[src/rtl/secam_fm_modulator.sv]
// SECAM FM chroma subcarrier generator: alternating Db/Dr line deviation,
// phase accumulator and quarter-wave sine lookup, four-stage pipeline.
module secam_fm_modulator #(
  parameter int                    PHASE_BITS    = 24,
  parameter logic [PHASE_BITS-1:0] DB_CENTER_INC = PHASE_BITS'(6_990_506),
  parameter logic [PHASE_BITS-1:0] DR_CENTER_INC = PHASE_BITS'(7_247_531),
  parameter int                    DB_GAIN       = 1700,
  parameter int                    DR_GAIN       = -2200,
  parameter int                    DEV_SHIFT     = 2,
  parameter int                    DEV_LIMIT     = 200
) (
  input  logic              clk,
  input  logic              rst,
  input  logic signed [8:0] db,
  input  logic signed [8:0] dr,
  input  logic              frame_start,
  input  logic              line_start,
  input  logic              chroma_window,
  output logic signed [7:0] carrier,
  output logic              line_is_db
);

  localparam int              RND = (DEV_SHIFT > 0) ? (1 << (DEV_SHIFT - 1)) : 0;
  localparam logic signed [8:0] LIM = 9'(DEV_LIMIT);

  // First quadrant of 127*sin, sampled at bin centres so quadrants mirror cleanly.
  localparam logic [6:0] QTBL [64] = '{
    7'd2,   7'd5,   7'd8,   7'd11,  7'd14,  7'd17,  7'd20,  7'd23,
    7'd26,  7'd29,  7'd32,  7'd35,  7'd38,  7'd41,  7'd44,  7'd47,
    7'd50,  7'd53,  7'd56,  7'd58,  7'd61,  7'd64,  7'd67,  7'd69,
    7'd72,  7'd74,  7'd77,  7'd79,  7'd82,  7'd84,  7'd86,  7'd89,
    7'd91,  7'd93,  7'd95,  7'd97,  7'd99,  7'd101, 7'd103, 7'd105,
    7'd106, 7'd108, 7'd110, 7'd111, 7'd113, 7'd114, 7'd115, 7'd117,
    7'd118, 7'd119, 7'd120, 7'd121, 7'd122, 7'd123, 7'd124, 7'd124,
    7'd125, 7'd125, 7'd126, 7'd126, 7'd127, 7'd127, 7'd127, 7'd127
  };

  logic signed [8:0]     sel_q;
  logic                  db_q;
  logic [PHASE_BITS-1:0] inc_q;
  logic [PHASE_BITS-1:0] phase_q;
  logic [2:0]            win_pipe;

  logic signed [8:0]  sel_raw, sel_clamp;
  logic signed [31:0] sel32, gain32, dev32, inc32;
  logic [7:0]         p;
  logic [5:0]         idx;
  logic [6:0]         mag;
  logic signed [7:0]  samp;

  always_comb begin
    sel_raw   = line_is_db ? db : dr;
    sel_clamp = sel_raw;
    if (sel_raw > LIM)       sel_clamp = LIM;
    else if (sel_raw < -LIM) sel_clamp = -LIM;
  end

  always_comb begin
    sel32  = {{23{sel_q[8]}}, sel_q};
    gain32 = db_q ? 32'(DB_GAIN) : 32'(DR_GAIN);
    dev32  = (gain32 * sel32 + 32'(RND)) >>> DEV_SHIFT;
    inc32  = (db_q ? 32'(DB_CENTER_INC) : 32'(DR_CENTER_INC)) + dev32;
  end

  // Odd quadrants read the table backwards, the lower half-wave is negated.
  always_comb begin
    p    = phase_q[PHASE_BITS-1 -: 8];
    idx  = p[6] ? ~p[5:0] : p[5:0];
    mag  = QTBL[idx];
    samp = p[7] ? -$signed({1'b0, mag}) : $signed({1'b0, mag});
  end

  always_ff @(posedge clk) begin
    if (rst) begin
      line_is_db <= 1'b0;
      sel_q      <= '0;
      db_q       <= 1'b0;
      inc_q      <= '0;
      phase_q    <= '0;
      win_pipe   <= '0;
      carrier    <= '0;
    end else begin
      if (frame_start)     line_is_db <= 1'b0;
      else if (line_start) line_is_db <= ~line_is_db;
      sel_q    <= sel_clamp;
      db_q     <= line_is_db;
      inc_q    <= PHASE_BITS'(inc32);
      phase_q  <= line_start ? '0 : phase_q + inc_q;
      win_pipe <= {win_pipe[1:0], chroma_window};
      carrier  <= win_pipe[2] ? samp : '0;
    end
  end

endmodule

[config.mk]
export PLATFORM = sky130hd
export DESIGN_NAME = secam_fm_modulator
export DESIGN_NICKNAME = d
export VERILOG_FILES = /design/src/rtl/secam_fm_modulator.sv
export SDC_FILE = /design/constraint.sdc
export NUM_CORES = 1
export LEC_CHECK = 0
export CAP_MARGIN = 20
export CORE_MARGIN = 2
export CORE_UTILIZATION = 58
export CTS_BUF_LIST = sky130_fd_sc_hd__clkbuf_8
export DETAILED_ROUTE_END_ITERATION = 8
export PLACE_DENSITY = 0.8
export SLEW_MARGIN = 20
export SYNTH_ARGS = -nofsm -noshare
export SYNTH_HDL_FRONTEND = slang
export SYNTH_SLANG_ARGS = --single-unit
[constraint.sdc]
create_clock -name clk -period 6.6 [get_ports clk]
set_clock_uncertainty 0.2 [all_clocks]
set_input_delay 1.32 -clock clk [delete_from_list [all_inputs] [get_ports clk]]
set_output_delay 1.32 -clock clk [all_outputs]
set_load 0.01 [all_outputs]
==> metrics, run 1 <==
outcome=complete, no violations; dpl ws=0.0118 ns; Levels on crit path=22; Setup violations, final=0; type of the worst setup path=reg -> reg; Die Wd=121 microns; critical path's top delay family=adder cells; CP endpoint=inc_q[18]; Final ANT Viol Nets=0; clock root buffer=clkbuf_8; Most common cell on crit path=ha_1; Layout area overhead=10.4%; die height=121 microns; crit-path max FO=7; routability cong.=0.866; Placed Cells incl. Taps=1,097; most frequent cells in the layout=inv_1 (109), ha_1 (102), nor2_1 (77), dfxtp_1 (69), fa_1 (67); Seq/Total Area, Yosys=17.8%; GRT overflow=0; via count=6,207; Final Cycle Share=95.0%; htree depth=3; largest family of logic cells by synthesized area=adder cells; wirelength, routed=15.5 mm; Worst Max-Slew Pin Slew=0.769 ns; Warnings, synthesis=0; Crit path required time=6.64 ns; Worst slew margin=48.7%; Slew Limit Fails=0; internal reg-to-reg setup slack=0.33 ns; FP Rows=42; diodes inserted=0; Layout Nets=1,125; Synth Flop Type=dfxtp_1; clk sinks=70; commonest non-fill, non-tap cell in the layout=inv_1; initial core utilization=59.6%; Synth top area share=17.8%; vias in the first global route=5,978; Post-CTS Setup Bufs=0; Cell Chain, Critical Path=clkinv_1 > buf_4 > nand2_1 > inv_1 > ha_1 > inv_1 > fa_1 > inv_1 > fa_1 > fa_1 > ha_1 > ha_1 > nand3_1 > o2111ai_2 > xor2_1 > ha_1 > a31o_2 > a2111o_1 > a21oi_2 > o21bai_1 > a21boi_0 > mux2_2; fraction of layout cells with a size suffix above 1=7.68%; total CTS buffers=9; routed len/inst=14.0 microns; Worst Slack Setup Final=0.330 ns; GRT Resource Usage Total=22.8%; number of maximum-capacitance violations=0; initial antenna violation count=0; Longest Clk Path Bufs=2; clock latency on the worst-skew pair=0.36 ns; Post-Syn Area=0.00789 sq mm; adder-cell share of the synthesized area=33.4%; Post-Synth Simple-Gate Area=14.6%; pin count of the biggest net entering global routing=40; crit path capture type=flop; Vias/cell=5.58; mux contribution to synthesized area=2.54%; Post-synth EDFFs=0; Critical Path AT=6.31 ns; clock slew at reported path FFs=0.07 ns; number of buffers and inverters on the critical path=5; CTS Hold Bufs=0; IO buf count=31; fmax=160 MHz; number of I/O pins=32; first-pass GRT wire length=27.1 mm; Die Area=0.0145 sq mm; syn avg cell area=8.80 sq um; worst hold path type=reg -> reg; Largest stage delay, worst path=0.54 ns; Synth Instances=896; TritonCTS clock tree=built; r2r endpoint=inc_q[18]; CP max stage cell=fa_1; worst setup path startpoint=db_q; final-report hold violation count=0; Startpoint Class=flop; cell taking the most area after synthesis=dfxtp_1; library cells used by synthesis=74; core box area=0.0132 sq mm; Compound-Gate Fraction of Synth Area=17.6%; DP HPWL=12.6 mm; drt pass-1 iters=5; post-route minimum period=6.27 ns; Synth Area in XOR/XNOR=6.90%; top post-synthesis cells by area=dfxtp_1 (18%), fa_1 (17%), ha_1 (16%); Async S/R FF share, synth=0%; R2R cell count=22; Synth Register Bits=70; DRT iter0 DRCs=365; post-route insts no fill=1,113; post-route DRC violation count=0; reg2reg start=db_q
==> kinds of logic (layout without fill, tap and decap cells) <==
| logic type | count (synthesis) | count (layout) |
|---|---|---|
| compound gates | 208 | 208 |
| xor+xnor | 54 | 54 |
| fa+ha+maj | 170 | 170 |
| buf+inv | 137 | 175 |
| flops | 70 | 70 |
| mux | 19 | 19 |
| other cells | 2 | 5 |
| simple gates | 236 | 236 |
==> what timing repair did <==
action | 4_1_cts | 5_1_grt
gates resized for setup | 1 | 16
setup endpoints to repair | 1 | 6
gates cloned | 0 | 0
pin swaps | 0 | 1
==> registers in the layout, summed over array words and instances, names as in the netlist <==
name / cells
win_pipe: 3
carrier: 8
phase_q: 24
db_q: 1
inc_q: 24
line_is_db: 1
sel_q: 9
==> cells in the mapped netlist, types with 19 or more instances <==
master and n:
inv_1 110, ha_1 102, nor2_1 78, dfxtp_1 70
fa_1 68, a21oi_1 57, nand2_1 51, o21ai_0 36
xnor2_1 30, nor3_1 24, a21o_1 21, nor2b_1 19
xor2_1 19
==> per-stage QoR <==
stage               hold WS, ns  TNS [ns]  utilization [%]  area (sq um)
finish                    0.238         0             65.8          8710
global placement          0.223         0             63.5          8410
global route              0.262   -0.0486             65.8          8710
CTS                       0.239         0             65.3          8650
floorplan                 0.214         0                -          7900
detailed placement        0.220         0             63.5          8410
==> worst min path at each step <==
stage | cells after the start | from | end
2_1_floorplan | 1 | win_pipe[0] | win_pipe[1]
3_3_place_gp | 1 | win_pipe[1] | win_pipe[2]
3_5_place_dp | 1 | win_pipe[0] | win_pipe[1]
4_1_cts | 1 | win_pipe[0] | win_pipe[1]
5_1_grt | 1 | win_pipe[1] | win_pipe[2]
6_report | 1 | win_pipe[0] | win_pipe[1]
==> layer usage <==
| metal | routed length (microns) | part of all wire [%] | global-route usage (%) | vias up |
|---|---|---|---|---|
| li1 | - | - | - | 3165 |
| met4 | 271 | 1.7 | 6.76 | 0 |
| met1 | 7370 | 47 | 30.5 | 2913 |
| met5 | 0 | 0 | 0 | - |
| met3 | 481 | 3.1 | 3.21 | 20 |
| met2 | 7420 | 48 | 38.3 | 109 |
==> layout make-up <==
| cell class | count | area [sq um] |
|---|---|---|
| Timing Repair Buffer | 47 | 430 |
| Multi-Input combinational cell | 692 | 6000 |
| Fill cell | 1099 | 4540 |
| Sequential cell | 70 | 1410 |
| Clock inverter | 5 | 81.3 |
| Inverter | 112 | 420 |
| Tap cell | 176 | 220 |
| Clock buffer | 11 | 151 |
Power of run 1 is left out: the tool's default activity adds up to more than one toggle a clock period on the data nets, which glitch-free logic cannot reach.
==> run 2: changes to the inputs <==
--- a/config.mk
+++ b/config.mk
@@ -9,6 +9,7 @@
 export CORE_MARGIN = 2
 export CORE_UTILIZATION = 58
 export CTS_BUF_LIST = sky130_fd_sc_hd__clkbuf_8
+export CTS_CLUSTER_SIZE = 24
 export DETAILED_ROUTE_END_ITERATION = 8
 export PLACE_DENSITY = 0.8
 export SLEW_MARGIN = 20
==> results of run 2 <==
The final DEF is identical to that of run 1; final timing and power are the same.
Power of run 2 is left out for the same reason.
